`src/rtl/pong_score_ctrl.sv`:
```
// -----------------------------------------------------------------------------
// pong_score_ctrl
//
// Purpose:
//   Scoreboard controller for Pong. Holds two 2-digit BCD scores, arbitrates
//   point pulses from both players (a right point that collides with a left
//   point is deferred by one cycle rather than lost), detects the winning
//   score, flashes the winner's digits and then holds the final result.
//
// Ports:
//   clk          in   1   system clock
//   reset        in   1   synchronous, active-high reset
//   point_left   in   1   1-cycle pulse: left player scored
//   point_right  in   1   1-cycle pulse: right player scored
//   new_game     in   1   1-cycle pulse: clear scores and restart play
//   disp_bcd     out  16  {L tens, L ones, R tens, R ones}
//   disp_blank   out  4   1 = blank digit, same bit order as disp_bcd nibbles
//   game_over    out  1   high in FLASH and HOLD
//   winner       out  1   0 = left, 1 = right (meaningful while game_over=1)
//
// All outputs come straight from registers.
// -----------------------------------------------------------------------------
module pong_score_ctrl #(
    parameter int WIN_SCORE   = 11,
    parameter int BLINK_TICKS = 25_000_000,
    parameter int BLINK_COUNT = 6,
    parameter int LZ_BLANK    = 1
) (
    input  logic        clk,
    input  logic        reset,
    input  logic        point_left,
    input  logic        point_right,
    input  logic        new_game,
    output logic [15:0] disp_bcd,
    output logic [3:0]  disp_blank,
    output logic        game_over,
    output logic        winner
);

    localparam int TICK_W = (BLINK_TICKS > 1) ? $clog2(BLINK_TICKS) : 1;
    localparam int TOG_W  = $clog2(BLINK_COUNT + 1);

    localparam logic [TICK_W-1:0] TICK_LAST = TICK_W'(BLINK_TICKS - 1);
    localparam logic [TOG_W-1:0]  TOG_LAST  = TOG_W'(BLINK_COUNT);
    localparam logic [7:0]        WIN_BCD   = {4'(WIN_SCORE / 10), 4'(WIN_SCORE % 10)};
    localparam logic              LZ        = (LZ_BLANK != 0);

    typedef enum logic [1:0] {
        ST_PLAY  = 2'd0,
        ST_FLASH = 2'd1,
        ST_HOLD  = 2'd2
    } state_e;

    state_e              state_q, state_d;
    logic [7:0]          l_score_q, l_score_d;   // {tens, ones}
    logic [7:0]          r_score_q, r_score_d;
    logic                pend_q, pend_d;         // deferred right point
    logic [TICK_W-1:0]   tick_q, tick_d;
    logic [TOG_W-1:0]    tog_q, tog_d;
    logic                blink_q, blink_d;       // winner's digits currently blanked
    logic                winner_q, winner_d;
    logic                game_over_q, game_over_d;
    logic [3:0]          blank_q, blank_d;

    logic [7:0]          l_inc;
    logic [7:0]          r_inc;
    logic [TOG_W-1:0]    tog_inc;

    // BCD increment of a {tens, ones} pair. Tens never overflows because
    // play stops at WIN_SCORE <= 99.
    function automatic logic [7:0] bcd_inc(input logic [7:0] v);
        if (v[3:0] == 4'd9) begin
            bcd_inc = {v[7:4] + 4'd1, 4'd0};
        end else begin
            bcd_inc = {v[7:4], v[3:0] + 4'd1};
        end
    endfunction

    assign l_inc   = bcd_inc(l_score_q);
    assign r_inc   = bcd_inc(r_score_q);
    assign tog_inc = tog_q + TOG_W'(1);

    // ---------------------------------------------------------------------
    // State register
    // ---------------------------------------------------------------------
    always_ff @(posedge clk) begin
        if (reset) begin
            state_q     <= ST_PLAY;
            l_score_q   <= 8'h00;
            r_score_q   <= 8'h00;
            pend_q      <= 1'b0;
            tick_q      <= '0;
            tog_q       <= '0;
            blink_q     <= 1'b0;
            winner_q    <= 1'b0;
            game_over_q <= 1'b0;
            blank_q     <= {LZ, 1'b0, LZ, 1'b0};
        end else begin
            state_q     <= state_d;
            l_score_q   <= l_score_d;
            r_score_q   <= r_score_d;
            pend_q      <= pend_d;
            tick_q      <= tick_d;
            tog_q       <= tog_d;
            blink_q     <= blink_d;
            winner_q    <= winner_d;
            game_over_q <= game_over_d;
            blank_q     <= blank_d;
        end
    end

    // ---------------------------------------------------------------------
    // Next-state and datapath
    // ---------------------------------------------------------------------
    always_comb begin
        state_d   = state_q;
        l_score_d = l_score_q;
        r_score_d = r_score_q;
        pend_d    = pend_q;
        tick_d    = tick_q;
        tog_d     = tog_q;
        blink_d   = blink_q;
        winner_d  = winner_q;

        if (new_game) begin
            // Point pulses in the same cycle are dropped on purpose.
            state_d   = ST_PLAY;
            l_score_d = 8'h00;
            r_score_d = 8'h00;
            pend_d    = 1'b0;
            tick_d    = '0;
            tog_d     = '0;
            blink_d   = 1'b0;
            winner_d  = 1'b0;
        end else begin
            case (state_q)
                ST_PLAY: begin
                    if (point_left) begin
                        // Left has priority; a colliding right point is parked.
                        l_score_d = l_inc;
                        if (l_inc == WIN_BCD) begin
                            state_d  = ST_FLASH;
                            winner_d = 1'b0;
                            pend_d   = 1'b0;   // parked right point is discarded
                            tick_d   = '0;
                            tog_d    = '0;
                            blink_d  = 1'b0;
                        end else begin
                            pend_d = pend_q | point_right;
                        end
                    end else if (point_right || pend_q) begin
                        r_score_d = r_inc;
                        pend_d    = 1'b0;
                        if (r_inc == WIN_BCD) begin
                            state_d  = ST_FLASH;
                            winner_d = 1'b1;
                            tick_d   = '0;
                            tog_d    = '0;
                            blink_d  = 1'b0;
                        end
                    end
                end

                ST_FLASH: begin
                    if (tick_q == TICK_LAST) begin
                        tick_d  = '0;
                        blink_d = ~blink_q;
                        tog_d   = tog_inc;
                        // BLINK_COUNT is even, so the final toggle leaves the
                        // digits visible when HOLD is entered.
                        if (tog_inc == TOG_LAST) begin
                            state_d = ST_HOLD;
                            tog_d   = '0;
                            blink_d = 1'b0;
                        end
                    end else begin
                        tick_d = tick_q + TICK_W'(1);
                    end
                end

                ST_HOLD: begin
                    // Scores frozen until new_game or reset.
                end

                default: begin
                    state_d = ST_PLAY;
                end
            endcase
        end
    end

    // ---------------------------------------------------------------------
    // Output logic (computed from next state, then registered)
    // ---------------------------------------------------------------------
    always_comb begin
        logic norm_l;
        logic norm_r;
        logic blank_l;
        logic blank_r;

        norm_l  = LZ & (l_score_d[7:4] == 4'd0);
        norm_r  = LZ & (r_score_d[7:4] == 4'd0);
        blank_l = blink_d & ~winner_d;
        blank_r = blink_d &  winner_d;

        game_over_d = (state_d != ST_PLAY);
        blank_d     = {norm_l | blank_l, blank_l, norm_r | blank_r, blank_r};
    end

    assign disp_bcd   = {l_score_q, r_score_q};
    assign disp_blank = blank_q;
    assign game_over  = game_over_q;
    assign winner     = winner_q;

endmodule

```
`config.mk`:
```
export PLATFORM = sky130hd
export DESIGN_NAME = pong_score_ctrl
export DESIGN_NICKNAME = d
export VERILOG_FILES = /design/src/rtl/pong_score_ctrl.sv
export SDC_FILE = /design/constraint.sdc
export NUM_CORES = 1
export LEC_CHECK = 0
export CAP_MARGIN = 10
export CORE_ASPECT_RATIO = 1.75
export CORE_MARGIN = 2
export CORE_UTILIZATION = 45
export CTS_CLUSTER_DIAMETER = 150
export DETAILED_ROUTE_END_ITERATION = 16
export GPL_ROUTABILITY_DRIVEN = 1
export PLACE_DENSITY = 0.65
export SKIP_LAST_GASP = 1
export SYNTH_ARGS = -nofsm -noshare
export SYNTH_HDL_FRONTEND = slang
export SYNTH_SLANG_ARGS = --single-unit
export TNS_END_PERCENT = 30
```
`constraint.sdc`:
```
create_clock -name clk -period 7.55 [get_ports clk]
set_clock_uncertainty 0.15 [all_clocks]
set_input_delay 1.51 -clock clk [delete_from_list [all_inputs] [get_ports clk]]
set_output_delay 1.51 -clock clk [all_outputs]
set_load 0.01 [all_outputs]
```
==> summary.md, run 1 <==
| Metric | Value |
|---|---|
| Internal power | `424 uW` |
| Final setup viols | `0` |
| Max Clk Rate | `0.247 GHz` |
| FFs w/ async S/R, synth | `0%` |
| Syn avg cell area | `8.21 um2` |
| Register area | `1080 um2` |
| # nets final | `383` |
| DIE AREA | `7220 um2` |
| EDFF count, synth | `0` |
| CTS tree | `yes` |
| Cell Pwr Density | `162 nW/um2` |
| First-pass GRT wire length | `12.5 mm` |
| Net Switching | `120 uW` |
| Yosys top cell area share | `36.8%` |
| Net Sw Frac | `22.1%` |
| Fraction of layout cells with a size suffix above 1 | `5.08%` |
| Total grt overflow | `0` |
| Slowest CP cell | `a31oi_1` |
| Clock latency on the worst-skew pair | `0.30 ns` |
| Power share of the sequential group | `52.8%` |
| Distinct cells, synth | `58` |
| P&R area growth vs syn | `14.5%` |
| Antenna violations before repair | `0` |
| Fraction of the cycle the final worst path needs | `53.6%` |
| Ys Warns | `0` |
| Post-Synthesis Cells | `358` |
| Num CTS Buffers | `5` |
| Fillcell total | `674` |
| Status | `finished clean` |
| Largest net degree at the start of global routing | `38` |
| CTS Hold Bufs | `0` |
| Vias/cell | `6.23` |
| RSZ-0062 raised after global routing | `no` |
| Final Hold Fails | `0` |
| Post-synth top cells | `dfxtp_1 (54), nor2_1 (41), nand2_1 (30), a21oi_1 (26), o21ai_0 (23)` |
| Drt drc | `0` |
| Die width | `65.1 um` |
| Vias in the first global route | `2618` |
| Arr. time, crit path | `4.11 ns` |
| Synth area leader | `dfxtp_1` |
| Placeable Area | `6440 um2` |
| Comb pwr share | `2.6%` |
| Final Util | `52.2%` |
| Die height | `111 um` |
| Mapped Nets | `368` |
| DRT iter0 DRCs | `175` |
| #FFs+latches synth | `54` |
| Gpl congestion | `0.870` |
| Syn Std Cell Area | `2940 um2` |
| Power, Total | `544 uW` |
| DP Area | `3210 um2` |
| Cell repeated most along the worst path | `a31oi_1` |
| Post-DP HPWL | `5.39 mm` |
| DR WL/cell | `16.5 um` |
| Setup bufs post-CTS | `0` |
| Post-route design area | `3360 um2` |
| Clock slew at reported path FFs | `0.07 ns` |
| Root Buffer | `clkbuf_16` |
| ANT cells | `0` |
| Multi-input logic area | `1750 um2` |
| Total GRT Usage | `21.9%` |
| Top-Level Pins | `27` |
| Crit path kind | `primary input to flip-flop` |
| Main area contributors after synthesis | `dfxtp_1 (37%), nor2_1 (5.2%), a21oi_1 (4.4%)` |
| Top-count cell post-synth | `dfxtp_1` |
| Startpoint Class | `primary input` |
| Post_cts resized | `0` |
| Crit-path cells | `clkdlybuf4s50_1 -> o21ba_2 -> nand2_1 -> a221o_1 -> a31oi_1 -> a31oi_1 -> a211oi_1` |
| Minimum clock period | `4.05 ns` |
| Final antenna-violating net count | `0` |
| VDD IR-drop max | `0.128 mV` |
| FP Rows | `39` |
| P_leak | `0.00105 uW` |
| Sum of negative setup slack | `0 ns` |
| Clock share of power | `44.6%` |
| Total Wirelength | `7.52 mm` |
| Clock buffer depth | `2` |
| DR vias | `2842` |
| Starting Density | `45.6%` |
| Hold Crit Class | `flip-flop to flip-flop` |
| Clock sinks | `54` |
| Worst rel slew slack | `19.0%` |
| Worst-Margin Slew | `1.21 ns` |
| H-Tree Depth | `2` |
| Seq/Total Area, Yosys | `36.8%` |
| Pre-antenna DRT Iters | `5` |
| Pins Over Slew Limit | `0` |
| Hold WS | `0.333 ns` |
| # port buffers | `26` |
| CP Max Fanout | `13` |
| Maxcap violations | `0` |
| CP peak stage delay | `0.98 ns` |
| Worst Path Required | `7.62 ns` |
| Top_reg_cell synth | `dfxtp_1` |
| Worst setup EP type | `flip-flop` |
==> power groups by stage <==
stage / sequential (uW) / clock, uW / combinational [uW]
3_5_place_dp: 294 / 0 / 14.2
2_1_floorplan: 293 / 0 / 8.84
3_3_place_gp: 294 / 0 / 14.1
5_1_grt: 287 / 260 / 15.4
6_report: 287 / 243 / 14.1
4_1_cts: 287 / 246 / 14.3
==> flip-flops by register name, indices dropped and copies added, names as in the netlist <==
register and cells:
disp_blank 4, winner 1, tick_q 25, l_score_q 8, r_score_q 8, blink_q 1
state_q 2, tog_q 3, game_over 1, pend_q 1
==> cell type report <==
cell class / instances / area share [%]
repair buffers: 27 / 7.96
well taps: 82 / 3.05
clock buffers: 6 / 4.13
inverters: 3 / 0.335
flip-flops and latches: 54 / 32.1
clock inverters: 2 / 0.483
multi-input cells: 282 / 51.9
==> placed cells by master, fill, tap and decap left out, types with 3 or more instances in the layout <==
master / synthesis / layout
o41ai_1: 3 / 3
a311oi_1: 8 / 8
clkdlybuf4s50_1: 0 / 26
and3_1: 11 / 11
a22oi_1: 3 / 3
xnor2_1: 4 / 4
ha_1: 5 / 5
a21oi_1: 26 / 26
a211oi_1: 4 / 4
and2_1: 4 / 4
xor2_1: 8 / 8
o31ai_1: 3 / 3
nor2_1: 41 / 41
nor2b_1: 5 / 5
nor4_1: 3 / 3
o21ai_0: 23 / 23
dfxtp_1: 54 / 54
o211ai_1: 4 / 4
nand4_1: 7 / 7
nand3_1: 14 / 14
clkbuf_16: 0 / 5
or4_1: 6 / 6
o21a_1: 3 / 3
nand2_1: 30 / 30
nor3_1: 11 / 11
a31oi_1: 11 / 11
nor4bb_1: 3 / 3
nor3b_1: 3 / 3
nand3b_1: 3 / 3
==> per-layer routing <==
layer / global-route usage (%) / wire length [um] / up-vias
li1: - / - / 1382
met1: 24.3 / 2980 / 1388
met5: 0 / 0 / -
met3: 3.76 / 219 / 13
met4: 8.19 / 144 / 0
met2: 40.2 / 4170 / 59
==> through the flow <==
stage,std cells,worst slack (ns)
after floorplan,358,4.25
after global placement,448,3.29
after detailed placement,448,3.20
after CTS,456,3.51
after global routing,456,3.38
final,456,3.50
==> final timing paths <==
check / slack, ns / start / depth (start not counted) / to
worst max-delay path: 3.50 / point_left / 7 / tick_q[18]$_SDFFE_PP0P_
worst min-delay path: 0.33 / tick_q[3]$_SDFFE_PP0P_ / 1 / tick_q[3]$_SDFFE_PP0P_
worst max register to register: 4.32 / l_score_q[4]$_SDFF_PP0_ / 7 / tick_q[18]$_SDFFE_PP0P_
worst min register to register: 0.33 / tick_q[3]$_SDFFE_PP0P_ / 1 / tick_q[3]$_SDFFE_PP0P_
==> kinds of logic (layout without fill, tap and decap cells) <==
logic type      count (synthesis)  in the layout  synth area share [%]
xor+xnor                       12             12                  3.58
fa+ha+maj                       5              5                  2.13
compound gates                104            104                  23.4
simple gates                  157            157                  28.9
flops                          54             54                  36.8
mux                             4              4                  1.45
buf+inv                        22             38                  3.75
==> worst max-delay path: cells and delay by family <==
family | cells | cell delay [ns]
AND/OR/NAND/NOR | 1 | 0.05
buffers and inverters | 1 | 0.49
AO/OA/AOI/OAI | 5 | 2.04
Power figures use the tool's default switching activity.
==> run 2: changes to the inputs <==
==> constraint.sdc (replaced) <==
create_clock -name clk -period 4.24 [get_ports clk]
set_clock_uncertainty 0.15 [all_clocks]
set_input_delay 0.848 -clock clk [delete_from_list [all_inputs] [get_ports clk]]
set_output_delay 0.848 -clock clk [all_outputs]
set_load 0.01 [all_outputs]
==> run 2 against run 1 <==
  * Utilization grew 0.84 points
  * Sequential cell count unchanged
  * Register-to-register slack worse by 3.2 ns
  * Clock power is 120% higher
  * Sequential share of layout area down 0.51 points
  * Setup slack worse by 2.4 ns
  * Global-route usage decreased by 0.44 points
  * Combinational power up 82%
==> summary.md, run 2 (synthesized netlist as in run 1, its figures left out) <==
| Metric | Value |
|---|---|
| Total GRT Usage | `21.4%` |
| Status | `finished clean` |
| Crit path kind | `primary input to flip-flop` |
| Fraction of layout cells with a size suffix above 1 | `5.59%` |
| RSZ-0062 raised after global routing | `no` |
| Minimum clock period | `3.18 ns` |
| Root Buffer | `clkbuf_16` |
| First-pass GRT wire length | `12.2 mm` |
| Clock sinks | `54` |
| Antenna violations before repair | `0` |
| DRT iter0 DRCs | `145` |
| Sum of negative setup slack | `0 ns` |
| Clock buffer depth | `2` |
| Worst-Margin Slew | `0.785 ns` |
| DIE AREA | `7220 um2` |
| Worst rel slew slack | `47.1%` |
| Flip-flop count of the largest register after layout | `25` |
| H-Tree Depth | `2` |
| Total grt overflow | `0` |
| Most frequent cells in the layout | `dfxtp_1 (54), nor2_1 (41), nand2_1 (30)` |
| Clock slew at reported path FFs | `0.07 ns` |
| Largest net degree at the start of global routing | `38` |
| CP Max Fanout | `20` |
| Setup ws final | `1.06 ns` |
| Maxcap violations | `0` |
| CP peak stage delay | `0.58 ns` |
| Max Clk Rate | `0.314 GHz` |
| Total Wirelength | `7.40 mm` |
| Top reg by flops | `tick_q` |
| Starting Density | `45.6%` |
| Hold Crit Class | `flip-flop to flip-flop` |
| Arr. time, crit path | `3.26 ns` |
| Most common cell after layout, fill and taps aside | `dfxtp_1` |
| Pre-CTS setup slack | `0.738 ns` |
| Slowest CP cell | `or4b_1` |
| Die height | `111 um` |
| Drt drc | `0` |
| Post_cts resized | `0` |
| Cell Pwr Density | `313 nW/um2` |
| Final antenna-violating net count | `0` |
| Die width | `65.1 um` |
| ANT cells | `0` |
| Placeable Area | `6440 um2` |
| FP Rows | `39` |
| Power, Total | `1070 uW` |
| VDD IR-drop max | `0.203 mV` |
| DR WL/cell | `16.2 um` |
| Pins Over Slew Limit | `0` |
| # port buffers | `26` |
| CTS tree | `yes` |
| Clock latency on the worst-skew pair | `0.30 ns` |
| Final setup viols | `0` |
| Hold WS | `0.336 ns` |
| Post-DP HPWL | `5.26 mm` |
| Pre-antenna DRT Iters | `4` |
| Fraction of the cycle the final worst path needs | `75.0%` |
| Setup bufs post-CTS | `0` |
| Vias/cell | `6.09` |
| Crit-path cells | `clkdlybuf4s50_1 -> o21ba_2 -> nand2_1 -> a221o_1 -> a31o_1 -> or4b_1 -> a21oi_1` |
| Vias in the first global route | `2605` |
| Gpl congestion | `0.876` |
| Final Hold Fails | `0` |
| Worst Path Required | `4.31 ns` |
| Top-Level Pins | `27` |
| Num CTS Buffers | `5` |
| CTS Hold Bufs | `0` |
| Worst setup EP type | `flip-flop` |
| P&R area growth vs syn | `16.4%` |
| DR vias | `2789` |
| P_leak | `0.00108 uW` |
| Regs by FF count | `tick_q (25), l_score_q (8), r_score_q (8)` |
| Startpoint Class | `primary input` |
| # nets final | `385` |
[run 2: changes by cell type in the layout (fill, tap and decap cells not counted)]
| cell | previous run | this run |
|---|---|---|
| buf_4 | 1 | 3 |
| bufinv_16 | 0 | 2 |
| clkinvlp_4 | 1 | 0 |
| clkinv_4 | 0 | 1 |
| inv_6 | 1 | 0 |
| clkbuf_8 | 1 | 0 |
[run 2: cell type report]
cell class	instances	area, um2
Clock buffer	5	125
Clock inverter	3	68.8
Fill cell	656	3020
Inverter	3	11.3
Multi-Input combinational cell	282	1750
Sequential cell	54	1080
Tap cell	82	103
Timing Repair Buffer	29	283
[run 2: per-stage QoR]
step           std cells  cell area, um2  util, %
4_1_cts              458            3420     53.1
3_3_place_gp         450            3220     50.1
5_1_grt              458            3420     53.1
6_report             458            3420     53.1
2_1_floorplan        358            2940        -
3_5_place_dp         450            3220     50.1
[run 2: worst paths after layout]
check / from / end / slack, ns / cells past startpoint
max: point_left / tick_q[24]$_SDFFE_PP0P_ / 1.06 / 7
min: tick_q[22]$_SDFFE_PP0P_ / tick_q[22]$_SDFFE_PP0P_ / 0.34 / 2
max reg2reg: l_score_q[4]$_SDFF_PP0_ / tick_q[24]$_SDFFE_PP0P_ / 1.16 / 7
min reg2reg: tick_q[22]$_SDFFE_PP0P_ / tick_q[22]$_SDFFE_PP0P_ / 0.34 / 2
[run 2: layer usage]
layer  up-vias  global-route usage [%]  part of all wire (%)
li1       1389                       -                     -
met1      1310                    23.3                    39
met2        68                    38.6                    53
met3        22                    3.55                   4.1
met4         0                    11.0                   3.5
met5         -                       0                     0
[run 2: report_power, final]
part           internal, uW  switching [uW]
sequential              508            3.21
clock                   340             195
combinational          9.86            15.8
total                   857             214
[run 2: worst max-delay path, delay by kind of cell]
family	cells	cell delay, ns
buf+inv	1	0.49
simple gates	2	0.63
compound gates	4	1.28
==> run 3: changes to the inputs <==
==> constraint.sdc (replaced) <==
create_clock -name clk -period 3.2 [get_ports clk]
set_clock_uncertainty 0.15 [all_clocks]
set_input_delay 0.64 -clock clk [delete_from_list [all_inputs] [get_ports clk]]
set_output_delay 0.64 -clock clk [all_outputs]
set_load 0.01 [all_outputs]
==> run 3 against run 2 <==
  * First-iteration DRC count is 30% higher
  * Final area is 0.48% higher
  * Register-to-register slack lost 0.83 ns
  * Critical path type is now flip-flop to flip-flop
  * Largest power group is now registers
  * Utilization is 0.25 points higher
  * Final cell count rose by 2.0%
  * Sequential cell count did not move
  * Non-clock buffer count grew 10
  * Critical endpoint is now tick_q[22]$_SDFFE_PP0P_
  * Via count up 1.0%
  * Setup slack got worse by 0.73 ns
  * Die area is the same
  * Highest routed layer unchanged
  * Count of clock-buffer cells in the layout did not move
==> summary.md, run 3 (synthesized netlist as in run 1, its figures left out) <==
| Metric | Value |
|---|---|
| Total grt overflow | `0` |
| Pre-CTS setup slack | `0.219 ns` |
| Total GRT Usage | `21.5%` |
| Post-DP HPWL | `5.45 mm` |
| Starting Density | `45.6%` |
| First-pass GRT wire length | `12.4 mm` |
| Arr. time, crit path | `2.94 ns` |
| Total Wirelength | `7.46 mm` |
| Regs by FF count | `tick_q (25), l_score_q (8), r_score_q (8)` |
| # port buffers | `26` |
| Most frequent cells in the layout | `dfxtp_1 (54), nor2_1 (41), nand2_1 (30)` |
| Die height | `111 um` |
| DR WL/cell | `16.0 um` |
| CTS tree | `yes` |
| Vias/cell | `6.03` |
| Worst setup EP type | `flip-flop` |
| Clock sinks | `54` |
| Fillcell total | `651` |
| P_leak | `0.00111 uW` |
| Antenna violations before repair | `0` |
| Status | `finished clean` |
| Placeable Area | `6440 um2` |
| Final setup viols | `0` |
| Largest net degree at the start of global routing | `25` |
| Clock share of power | `42.4%` |
| Worst rel slew slack | `39.4%` |
| Startpoint Class | `flip-flop` |
| Worst-Margin Slew | `0.899 ns` |
| Internal power | `973 uW` |
| Hold Crit Class | `flip-flop to flip-flop` |
| Flip-flop count of the largest register after layout | `25` |
| Clock slew at reported path FFs | `0.07 ns` |
| Pins Over Slew Limit | `0` |
| Top-Level Pins | `27` |
| Final antenna-violating net count | `0` |
| Fraction of layout cells with a size suffix above 1 | `7.79%` |
| FP Rows | `39` |
| Reg-to-reg slack, setup | `0.33 ns` |
| Setup bufs post-CTS | `0` |
| Vias in the first global route | `2649` |
| Pre-antenna DRT Iters | `4` |
| Clock latency on the worst-skew pair | `0.29 ns` |
| Num CTS Buffers | `5` |
| CP Max Fanout | `12` |
| H-Tree Depth | `2` |
| Die width | `65.1 um` |
| Max Clk Rate | `0.349 GHz` |
| DR vias | `2818` |
| Multi-input logic area | `1750 um2` |
| ANT cells | `0` |
| Power share of the sequential group | `54.5%` |
| RSZ-0062 raised after global routing | `no` |
| Net Switching | `270 uW` |
| DRT iter0 DRCs | `189` |
| Maxcap violations | `0` |
| CTS Hold Bufs | `0` |
| VDD IR-drop max | `0.352 mV` |
| Setup ws final | `0.332 ns` |
| Drt drc | `0` |
| # nets final | `395` |
| Top reg by flops | `tick_q` |
| Fraction of the cycle the final worst path needs | `89.6%` |
| Comb pwr share | `3.1%` |
| Post_cts resized | `0` |
| Sum of negative setup slack | `0 ns` |
| Register area | `1080 um2` |
| DIE AREA | `7220 um2` |
| Crit path kind | `flip-flop to flip-flop` |
| Final Hold Fails | `0` |
| Most common cell after layout, fill and taps aside | `dfxtp_1` |
| Net Sw Frac | `21.7%` |
| Root Buffer | `clkbuf_16` |
| Gpl congestion | `0.912` |
| P&R area growth vs syn | `16.9%` |
| Worst Path Required | `3.28 ns` |
| Clock buffer depth | `2` |
| Minimum clock period | `2.87 ns` |
| Cell Pwr Density | `362 nW/um2` |
[run 3: worst paths after layout]
kind / cells after the start / from / end
hold / removal: 1 / tick_q[3]$_SDFFE_PP0P_ / tick_q[3]$_SDFFE_PP0P_
setup reg to reg: 7 / l_score_q[5]$_SDFF_PP0_ / tick_q[22]$_SDFFE_PP0P_
setup / recovery: 7 / l_score_q[5]$_SDFF_PP0_ / tick_q[22]$_SDFFE_PP0P_
hold reg to reg: 1 / tick_q[3]$_SDFFE_PP0P_ / tick_q[3]$_SDFFE_PP0P_
[run 3: layout make-up]
cell class | count | area share (%)
Sequential cell | 54 | 31.5
Timing Repair Buffer | 39 | 10.4
Clock inverter | 2 | 0.291
Multi-Input combinational cell | 282 | 50.9
Clock buffer | 5 | 3.64
Tap cell | 82 | 2.99
Inverter | 3 | 0.328
[run 3: worst max-delay path, stage by stage (launching register included)]
cell,delay (ns)
dfxtp_1,0.48
ha_1,0.31
nor4bb_1,0.29
o211ai_1,0.15
a211o_1,0.35
a31o_1,0.37
or4_1,0.55
a21oi_1,0.16
[run 3: through the flow]
stage,utilization (%),cells,total power [uW],instance area (um2),hold WS (ns)
after global placement,51.2,460,732,3300,0.301
after floorplan,-,358,712,2940,0.288
final,53.3,467,1240,3430,0.331
after detailed placement,51.2,460,732,3300,0.321
after global routing,53.3,467,1280,3430,0.361
after CTS,53.3,467,1260,3430,0.331
[run 3: power groups by stage]
| stage | clock, uW | sequential (uW) | combinational (uW) |
|---|---|---|---|
| after global routing | 561 | 678 | 42.5 |
| final | 527 | 678 | 38.4 |
| after floorplan | 0 | 691 | 20.9 |
| after global placement | 0 | 693 | 38.6 |
| after detailed placement | 0 | 693 | 38.8 |
| after CTS | 539 | 678 | 38.8 |
[run 3: layer usage]
metal / global-route usage (%) / wire length (um) / vias up
met2: 39.7 / 4050 / 48
met5: 0 / 0 / -
met3: 3.65 / 213 / 13
met4: 9.72 / 165 / 0
met1: 23.0 / 3020 / 1359
li1: - / - / 1398
